[src/rtl/reset_sequencer.sv]
// ---------------------------------------------------------------------------
// reset_sequencer
//   Turns the PLL lock-derived reset into staged, stretched resets:
//   rst_mem releases STRETCH_CYCLES after the synchronized release, and
//   rst_core/ready follow SEQ_GAP cycles later. A rising edge on
//   sw_reset_req replays the sequence from the stretch phase.
//   Optional board button input (btn_n, debounced) is enabled by defining
//   the macro RESETSEQ_BUTTON_EN.
// ---------------------------------------------------------------------------
module reset_sequencer #(
   parameter int STRETCH_CYCLES = 1024,
   parameter int SEQ_GAP        = 256,
   parameter int DEBOUNCE_BITS  = 16
) (
   input  logic       clock,
   input  logic       reset,
`ifdef RESETSEQ_BUTTON_EN
   input  logic       btn_n,
`endif
   input  logic       sw_reset_req,
   output logic       rst_mem,
   output logic       rst_core,
   output logic       ready,
   output logic [7:0] soft_reset_cnt
);

   // Reject illegal parameter values at elaboration time.
   if (STRETCH_CYCLES < 1 || SEQ_GAP < 1 || DEBOUNCE_BITS < 1) begin : g_param_check
      $error("reset_sequencer: STRETCH_CYCLES, SEQ_GAP and DEBOUNCE_BITS must be >= 1");
   end

   localparam int MAX_CNT = (STRETCH_CYCLES > SEQ_GAP) ? STRETCH_CYCLES : SEQ_GAP;
   localparam int CNT_W   = $clog2(MAX_CNT) + 1;

   localparam logic [CNT_W-1:0] STRETCH_LAST = CNT_W'(STRETCH_CYCLES - 1);
   localparam logic [CNT_W-1:0] GAP_LAST     = CNT_W'(SEQ_GAP - 1);
   localparam logic [CNT_W-1:0] CNT_ZERO     = {CNT_W{1'b0}};
   localparam logic [CNT_W-1:0] CNT_ONE      = CNT_W'(1);

   typedef enum logic [1:0] {
      ST_SYNC    = 2'd0,
      ST_STRETCH = 2'd1,
      ST_GAP     = 2'd2,
      ST_RUN     = 2'd3
   } state_t;

   state_t           state_r;
   state_t           state_nxt_s;
   logic [CNT_W-1:0] cnt_r;
   logic [CNT_W-1:0] cnt_nxt_s;
   logic [1:0]       sync_r;
   logic             rst_sync_s;
   logic             req_prev_r;
   logic             req_edge_s;
   logic             req_s;
   logic             rst_mem_r;
   logic             rst_mem_nxt_s;
   logic             rst_core_r;
   logic             rst_core_nxt_s;
   logic             ready_r;
   logic             ready_nxt_s;
   logic [7:0]       soft_cnt_r;
   logic [7:0]       soft_cnt_nxt_s;

   // Two-flop release synchronizer: the asynchronous assert sets it, zeros shift in.
   always_ff @(posedge clock or posedge reset) begin
      if (reset) begin
         sync_r <= 2'b11;
      end else begin
         sync_r <= {sync_r[0], 1'b0};
      end
   end

   assign rst_sync_s = sync_r[1];

   // Previous-cycle copy of the soft request for rising-edge detection.
   always_ff @(posedge clock or posedge reset) begin
      if (reset) begin
         req_prev_r <= 1'b1;
      end else begin
         req_prev_r <= sw_reset_req;
      end
   end

   assign req_edge_s = sw_reset_req & ~req_prev_r;

`ifdef RESETSEQ_BUTTON_EN
   localparam logic [DEBOUNCE_BITS-1:0] DB_ONES = {DEBOUNCE_BITS{1'b1}};
   localparam logic [DEBOUNCE_BITS-1:0] DB_LAST = DB_ONES - DEBOUNCE_BITS'(1);

   logic [1:0]               btn_sync_r;
   logic [DEBOUNCE_BITS-1:0] db_cnt_r;
   logic                     btn_req_s;

   // Button synchronizer and debounce counter; the counter saturates at all-ones
   // so a held button produces only one request until it is released.
   always_ff @(posedge clock or posedge reset) begin
      if (reset) begin
         btn_sync_r <= 2'b11;
         db_cnt_r   <= {DEBOUNCE_BITS{1'b0}};
      end else begin
         btn_sync_r <= {btn_sync_r[0], btn_n};
         if (btn_sync_r[1]) begin
            db_cnt_r <= {DEBOUNCE_BITS{1'b0}};
         end else if (db_cnt_r != DB_ONES) begin
            db_cnt_r <= db_cnt_r + DEBOUNCE_BITS'(1);
         end else begin
            db_cnt_r <= db_cnt_r;
         end
      end
   end

   // One-cycle request on the step into all-ones.
   assign btn_req_s = ~btn_sync_r[1] & (db_cnt_r == DB_LAST);
   assign req_s     = req_edge_s | btn_req_s;
`else
   assign req_s     = req_edge_s;
`endif

   // Sequencer state, counter and registered outputs.
   always_ff @(posedge clock or posedge reset) begin
      if (reset) begin
         state_r    <= ST_SYNC;
         cnt_r      <= CNT_ZERO;
         rst_mem_r  <= 1'b1;
         rst_core_r <= 1'b1;
         ready_r    <= 1'b0;
         soft_cnt_r <= 8'd0;
      end else begin
         state_r    <= state_nxt_s;
         cnt_r      <= cnt_nxt_s;
         rst_mem_r  <= rst_mem_nxt_s;
         rst_core_r <= rst_core_nxt_s;
         ready_r    <= ready_nxt_s;
         soft_cnt_r <= soft_cnt_nxt_s;
      end
   end

   // Next-state and next-output logic; requests are ignored while still synchronizing.
   always_comb begin
      state_nxt_s    = state_r;
      cnt_nxt_s      = cnt_r;
      rst_mem_nxt_s  = rst_mem_r;
      rst_core_nxt_s = rst_core_r;
      ready_nxt_s    = ready_r;
      soft_cnt_nxt_s = soft_cnt_r;
      if (req_s && (state_r != ST_SYNC)) begin
         state_nxt_s    = ST_STRETCH;
         cnt_nxt_s      = CNT_ZERO;
         rst_mem_nxt_s  = 1'b1;
         rst_core_nxt_s = 1'b1;
         ready_nxt_s    = 1'b0;
         if (soft_cnt_r != 8'hFF) begin
            soft_cnt_nxt_s = soft_cnt_r + 8'd1;
         end else begin
            soft_cnt_nxt_s = soft_cnt_r;
         end
      end else begin
         case (state_r)
            ST_SYNC: begin
               cnt_nxt_s = CNT_ZERO;
               if (!rst_sync_s) begin
                  state_nxt_s = ST_STRETCH;
               end else begin
                  state_nxt_s = ST_SYNC;
               end
            end
            ST_STRETCH: begin
               if (cnt_r == STRETCH_LAST) begin
                  state_nxt_s   = ST_GAP;
                  cnt_nxt_s     = CNT_ZERO;
                  rst_mem_nxt_s = 1'b0;
               end else begin
                  cnt_nxt_s = cnt_r + CNT_ONE;
               end
            end
            ST_GAP: begin
               if (cnt_r == GAP_LAST) begin
                  state_nxt_s    = ST_RUN;
                  cnt_nxt_s      = CNT_ZERO;
                  rst_core_nxt_s = 1'b0;
                  ready_nxt_s    = 1'b1;
               end else begin
                  cnt_nxt_s = cnt_r + CNT_ONE;
               end
            end
            ST_RUN: begin
               cnt_nxt_s = CNT_ZERO;
            end
            default: begin
               state_nxt_s    = ST_SYNC;
               cnt_nxt_s      = CNT_ZERO;
               rst_mem_nxt_s  = 1'b1;
               rst_core_nxt_s = 1'b1;
               ready_nxt_s    = 1'b0;
            end
         endcase
      end
   end

   assign rst_mem        = rst_mem_r;
   assign rst_core       = rst_core_r;
   assign ready          = ready_r;
   assign soft_reset_cnt = soft_cnt_r;

endmodule

[config.mk]
export PLATFORM = sky130hd
export DESIGN_NAME = reset_sequencer
export DESIGN_NICKNAME = d
export VERILOG_FILES = /design/src/rtl/reset_sequencer.sv
export SDC_FILE = /design/constraint.sdc
export NUM_CORES = 1
export LEC_CHECK = 0
export BUFFER_PORTS_ARGS = -buffer_cell sky130_fd_sc_hd__buf_2
export CORE_ASPECT_RATIO = 1.1
export CORE_UTILIZATION = 50
export DETAILED_ROUTE_END_ITERATION = 10
export HOLD_SLACK_MARGIN = 0.05
export PLACE_DENSITY = 0.72
export SLEW_MARGIN = 20
export SYNTH_ARGS = -nofsm -noshare
export SYNTH_HDL_FRONTEND = slang
export SYNTH_SLANG_ARGS = --single-unit
[constraint.sdc]
create_clock -name clock -period 2.02 [get_ports clock]
set_clock_uncertainty 0.2 [all_clocks]
set_input_delay 0.202 -clock clock [delete_from_list [all_inputs] [get_ports clock]]
set_output_delay 0.202 -clock clock [all_outputs]
set_load 0.1 [all_outputs]
==> reports/metrics.yaml, run 1 <==
timing:
  holdWs_ns: 0.168
  final.period_utilization_pct: 97.6
  setup_viol: 0
  hold_viol: 0
  drv_slew: 0
  finalCriticalPeriod_ns: 1.97
  finalSetupTns_ns: 0
  max_freq_mhz: 507
  worst_slack_ns: 0.0487
pwr:
  ir_drop_mv: 1.21
  power_density_nw_per_um2: 1180
  p_leak_nw: 0.724
clock_tree:
  cts_buffers: 3
  root_buffer: "clkbuf_4"
  clock_path_buffers: 2
  worstSkewPairLatency_ns: 0.31
  cts_tree: "yes"
  cts.sinks: 27
  h-tree-depth: 1
  clk_pin_slew_ns: 0.14
floorplanning:
  design.core.area_um2: 2540
  die_h_um: 57.0
  row_count: 19
  die_x_um: 52.0
  initial_utilization_pct: 54.0
  die_area_um2: 2960
  io_pins: 14
synthesis:
  yosys_most_used_dff: "dfrtp_1"
  netlist_instances: 126
  synth_edf_count: 0
  synth_common_cells: "dfrtp_1 (22), nand3_1 (10), nor2_1 (10)"
  yosys_warnings: 0
  synth_cell_types: 40
  syn_nets: 135
  ys_seq_elements: 27
  synth_top_cell_area_share_pct: 40.1
  avgSynthCellArea_um2: 10.9
  synth_most_common_cell: "dfrtp_1"
  synth_seq_area_share_pct: 49.6
  synth_area_leader_cell: "dfrtp_1"
  ys_async_sr_fraction_pct: 100
  synth.area.top_cells: "dfrtp_1 (40%), dfstp_2 (9.6%), ha_1 (5.5%)"
  syn_area_um2: 1370
routing:
  via_count: 1018
  drtIter0Drc: 19
  drt-pass1-iter-count: 6
  avgViaCountPerCell: 5.59
  drc: 0
  wirelength_mm: 2.67
  ant_nets: 0
  wl_per_cell_um: 14.7
critical_path:
  start_kind: "flop"
  critical_path.max_stage_delay_ns: 0.42
  crit_path_end_kind: "flop"
  crit_buf_inv: 1
  cp.arrival_ns: 1.98
  cp_data_required_time_ns: 2.03
  cp_slowest_cell: "or3b_4"
  path_cells: "inv_2 > ha_2 > or3b_4 > a41o_4 > mux2_1"
  path_class: "reg -> reg"
  crit_path_max_fanout: 5
  cp_top_family: "simple AND/OR/NAND/NOR gates"
grt:
  grt_pass1_vias: 972
  gr-total-overflow: 0
  grt_pass1_wl_mm: 4.33
  antenna_found_initial: 0
  track_usage_pct: 20.1
  grt_start_max_net_pins: 28
status:
  status: "finished clean"
final_layout:
  fin_util_pct: 64.2
  fillers: 202
  fin_cells: 182
  layout.nets: 161
  n_antenna_cell: 0
  seq_area_um2: 692
  drive_gt1_share_pct: 35.8
  layout-area-overhead-vs-synth_pct: 18.9
  multi_input_area_um2: 686
place:
  place_inst: 174
  portBuffers: 13
  dpl.hpwl_mm: 1.96
  gp_congestion: 0.820
  pre_cts_slack_ns: 0.00393
min_path:
  hp-class: "reg -> reg"
run:
  maxCapViolations: 0
-- cell families after synthesis --
logic type | after synthesis | synth area share [%]
compound gates | 19 | 11.6
fa+ha+maj | 6 | 5.46
flops | 27 | 49.6
other cells | 1 | 0.273
xor+xnor | 14 | 8.93
mux | 2 | 1.55
buf+inv | 12 | 3.92
simple gates | 45 | 18.7
-- flip-flops by register name (all words and copies together), names as in the netlist --
register	count
rst_mem	1
rst_core	1
state_r	2
soft_reset_cnt	8
req_prev_r	1
ready	1
sync_r	2
cnt_r	11
-- layout by cell type, fill, tap and decap left out, drive strengths merged, types with 4 or more instances in the layout --
cell	Yosys	routed
nor3	7	7
dfstp	5	5
xor2	6	6
dfrtp	22	22
nand3	10	10
o21ai	6	6
ha	6	6
buf	3	23
nor2	10	10
xnor2	8	8
inv	8	8
clkbuf	1	4
nand2	7	7
-- cell type report --
type	instances	share of cell area (%)
flip-flops and latches	27	42.4
clock buffers	4	1.61
multi-input cells	87	42.0
inverters	8	1.84
well taps	31	2.38
repair buffers	25	9.81
-- power breakdown --
part           internal [mW]  total [mW]  switching, mW
logic                  0.172       0.891          0.719
registers              0.665       0.803          0.139
clock network         0.0771       0.226          0.149
-- per-layer routing --
| metal | up-vias | routed length [µm] | track usage [%] |
|---|---|---|---|
| met4 | 0 | 17 | 7.72 |
| met5 | - | 0 | 0 |
| li1 | 491 | - | - |
| met3 | 2 | 60 | 3.20 |
| met2 | 15 | 1380 | 33.2 |
| met1 | 510 | 1220 | 26.1 |
-- repair_timing --
action	in CTS	in global routing
setup buffers	0	2
hold endpoints to repair	28	0
hold buffers	2	0
pin swaps	0	5
resized for setup	2	7
setup endpoints to repair	3	13
gates cloned	0	0
-- worst register-to-register path, delay by kind of cell (launching register included) --
kind	cells	cell delay, ns
AO/OA/AOI/OAI	1	0.30
adder cells (fa/ha/maj)	1	0.19
buffers and inverters	1	0.05
flip-flops	1	0.40
multiplexers	1	0.32
AND/OR/NAND/NOR	1	0.43
-- final timing paths --
kind                                         from                             to  slack (ns)  depth (start not counted)
max in group asynchronous                   reset            sync_r[1]$_DFF_PP1_        1.06                          4
setup reg to reg           state_r[0]$_DFFE_PP0P_  soft_reset_cnt[1]$_DFFE_PP0P_        0.05                          5
min in group asynchronous                   reset  soft_reset_cnt[5]$_DFFE_PP0P_        0.27                          4
hold / removal                sync_r[0]$_DFF_PP1_            sync_r[1]$_DFF_PP1_        0.17                          0
hold reg to reg               sync_r[0]$_DFF_PP1_            sync_r[1]$_DFF_PP1_        0.17                          0
setup / recovery           state_r[0]$_DFFE_PP0P_  soft_reset_cnt[1]$_DFFE_PP0P_        0.05                          5
-- per-stage QoR --
stage               cell area, µm²  total power [mW]
global placement              1540              1.66
floorplan                     1400              1.53
finish                        1630              1.92
detailed placement            1540              1.69
CTS                           1590              1.92
global route                  1630              2.01
Note: power is estimated with default switching activity, not from simulation.
==> inputs of run 2 (changes only) <==
- CELL_PAD_IN_SITES_DETAIL_PLACEMENT: default -> 1
- CELL_PAD_IN_SITES_GLOBAL_PLACEMENT: default -> 2
- CORE_ASPECT_RATIO: 1.1 -> 1.4
- CORE_UTILIZATION: 50 -> 34
- PLACE_DENSITY: 0.72 -> default
- PLACE_DENSITY_LB_ADDON: default -> 0.1
==> run 2 against run 1 <==
Against the previous run:
- global-route usage is 3.9 points lower
- fmax is 2.0% higher
- clock power is 35% higher
- sequential power is 0.5% higher
- largest cell class unchanged
==> reports/metrics.yaml, run 2 (synthesis results as in run 1) <==
status:
  status: "finished clean"
floorplanning:
  io_pins: 14  # unchanged
  die_h_um: 77.2  # +36%
  die_x_um: 55.7  # +7.2%
  row_count: 27  # +8
  design.core.area_um2: 3880  # +53%
  die_area_um2: 4300  # +45%
  initial_utilization_pct: 35.4  # -19 points
routing:
  drtIter0Drc: 14  # -5
  avgViaCountPerCell: 5.18  # -7.4%
  drc: 0  # unchanged
  via_count: 1036  # +1.8%
  drt-pass1-iter-count: 6  # unchanged
  wirelength_mm: 3.13  # +17%
  wl_per_cell_um: 15.7  # +6.6%
  ant_nets: 0  # unchanged
pwr:
  ir_drop_mv: 1.08  # -11%
  swShare_pct: 50.8  # -1.6 points
  power_density_nw_per_um2: 1190  # +0.84%
  p_int_mw: 0.994  # +8.8%
  share_comb_of_total_power_pct: 44.9  # -1.5 points
  pwr-share-clk_pct: 15.1  # +3.3 points
  pwr-share-seq_pct: 39.9  # -1.9 points
  p_leak_nw: 0.771  # +6.5%
  p_total_mw: 2.02  # +5.2%
  switchingPower_mw: 1.03  # +2.0%
critical_path:
  cp_data_required_time_ns: 1.98  # -0.05 ns
  cp.arrival_ns: 1.89  # -0.09 ns
  start_kind: "flop"
  path_class: "reg -> reg"
  crit_path_max_fanout: 5  # unchanged
  path_cells: "inv_1 > ha_2 > or3b_4 > a41o_4 > mux2_4"
  crit_path_end_kind: "flop"
  critical_path.max_stage_delay_ns: 0.40  # -0.02 ns
  cp_slowest_cell: "or3b_4"
grt:
  grt_start_max_net_pins: 28  # unchanged
  track_usage_pct: 16.1  # -3.9 points
  grt_pass1_wl_mm: 5.40  # +25%
  grt_pass1_vias: 1095  # +13%
  antenna_found_initial: 0  # unchanged
  gr-total-overflow: 0  # unchanged
final_layout:
  layout_commonest_cell: "buf_4"
  largest_reg_flops: 11  # unchanged
  layout-area-overhead-vs-synth_pct: 24.0
  fin_util_pct: 43.9  # -20 points
  n_antenna_cell: 0  # unchanged
  finish.instance_area_um2: 1700  # +4.4%
  mostFrequentLayoutCells: "buf_4 (16), dfrtp_1 (14), buf_2 (13), nand3_1 (10), nor2_1 (10)"
  largest-register: "cnt_r"
  drive_gt1_share_pct: 38.2  # +2.5 points
  layout.nets: 167  # +3.7%
place:
  placed_cell_area_um2: 1610  # +4.9%
  dpl.hpwl_mm: 2.42  # +24%
  portBuffers: 13  # unchanged
  gp_congestion: 0.788  # -3.9%
timing:
  max_freq_mhz: 518  # +2.0%
  rsz0062_at_grt: "false"
  hold_viol: 0  # unchanged
  drv_slew: 0  # unchanged
  setup_viol: 0  # unchanged
  finalCriticalPeriod_ns: 1.93  # -0.0395 ns
  final.period_utilization_pct: 95.6  # -2.0 points
clock_tree:
  worstSkewPairLatency_ns: 0.27  # -0.04 ns
  root_buffer: "clkbuf_8"
  cts_buffers: 3  # unchanged
  cts.sinks: 27  # unchanged
  clock_path_buffers: 2  # unchanged
  h-tree-depth: 1  # unchanged
  cts_tree: "yes"
  clk_pin_slew_ns: 0.09  # -0.05 ns
  cts_setup_buffers: 0  # unchanged
min_path:
  hp-class: "reg -> reg"
run:
  maxCapViolations: 0  # unchanged
## run 2: changes by cell type in the layout (fill, tap and decap cells not counted), sizes merged
| cell | delta |
|---|---|
| clkinv | +1 |
| clkbuf | -1 |
| buf | +6 |
## run 2: repair_timing
item / in CTS / in global routing
endpoints found under the hold margin: 23 / 0
hold buffers: 2 / 0
gates resized for setup: 1 / 5
endpoints found under the setup margin: 1 / 8
pin swaps: 0 / 1
## run 2: final timing paths
path | startpoint | slack (ns) | endpoint | cells after the start
max in group asynchronous | reset | 1.00 | sync_r[1]$_DFF_PP1_ | 4
min in group asynchronous | reset | 0.32 | cnt_r[1]$_DFF_PP0_ | 4
setup reg to reg | state_r[1]$_DFFE_PP0P_ | 0.09 | soft_reset_cnt[1]$_DFFE_PP0P_ | 5
hold / removal | sync_r[0]$_DFF_PP1_ | 0.17 | sync_r[1]$_DFF_PP1_ | 0
setup / recovery | state_r[1]$_DFFE_PP0P_ | 0.09 | soft_reset_cnt[1]$_DFFE_PP0P_ | 5
hold reg to reg | sync_r[0]$_DFF_PP1_ | 0.17 | sync_r[1]$_DFF_PP1_ | 0
## run 2: worst max-delay path, delay by kind of cell (launching register included)
family / cells / cell delay (ns)
AOI/OAI and AO/OA: 1 / 0.29
and+or+nand+nor: 1 / 0.40
buffers and inverters: 1 / 0.07
DFF: 1 / 0.37
adders and majority gates: 1 / 0.18
muxes: 1 / 0.31
## run 2: power groups by stage
stage | clock, mW | combinational (mW) | sequential (mW)
final | 0.305 | 0.908 | 0.807
after global routing | 0.336 | 0.950 | 0.828
after CTS | 0.320 | 0.902 | 0.810
after detailed placement | 0 | 0.894 | 0.820
after global placement | 0 | 0.880 | 0.811
after floorplan | 0 | 0.206 | 1.32
## run 2: layout make-up
cell class / count / area [µm²]
inverters: 8 / 30.0
fillers: 432 / 2180
flip-flops and latches: 27 / 692
clock inverters: 1 / 5.00
well taps: 43 / 53.8
clock buffers: 3 / 41.3
repair buffers: 31 / 205
multi-input cells: 87 / 677
## run 2: metal layers
layer  track usage (%)  vias to the layer above  part of all wire, %
li1                  -                      504                    -
met1              17.8                      521                   40
met2              31.4                        9                   58
met3              2.19                        2                  1.5
met4              4.25                        0                 0.61
met5                 0                        -                    0
## run 2: through the flow
stage               hold slack (ns)  worst slack [ns]  instances  TNS (ns)
CTS                           0.169            0.0133        200         0
finish                        0.166            0.0882        200         0
floorplan                   0.00648           0.00773        126         0
global placement             0.0769            0.0783        194         0
global route                  0.170          0.000728        200         0
detailed placement           0.0856          -0.00674        194  -0.00674
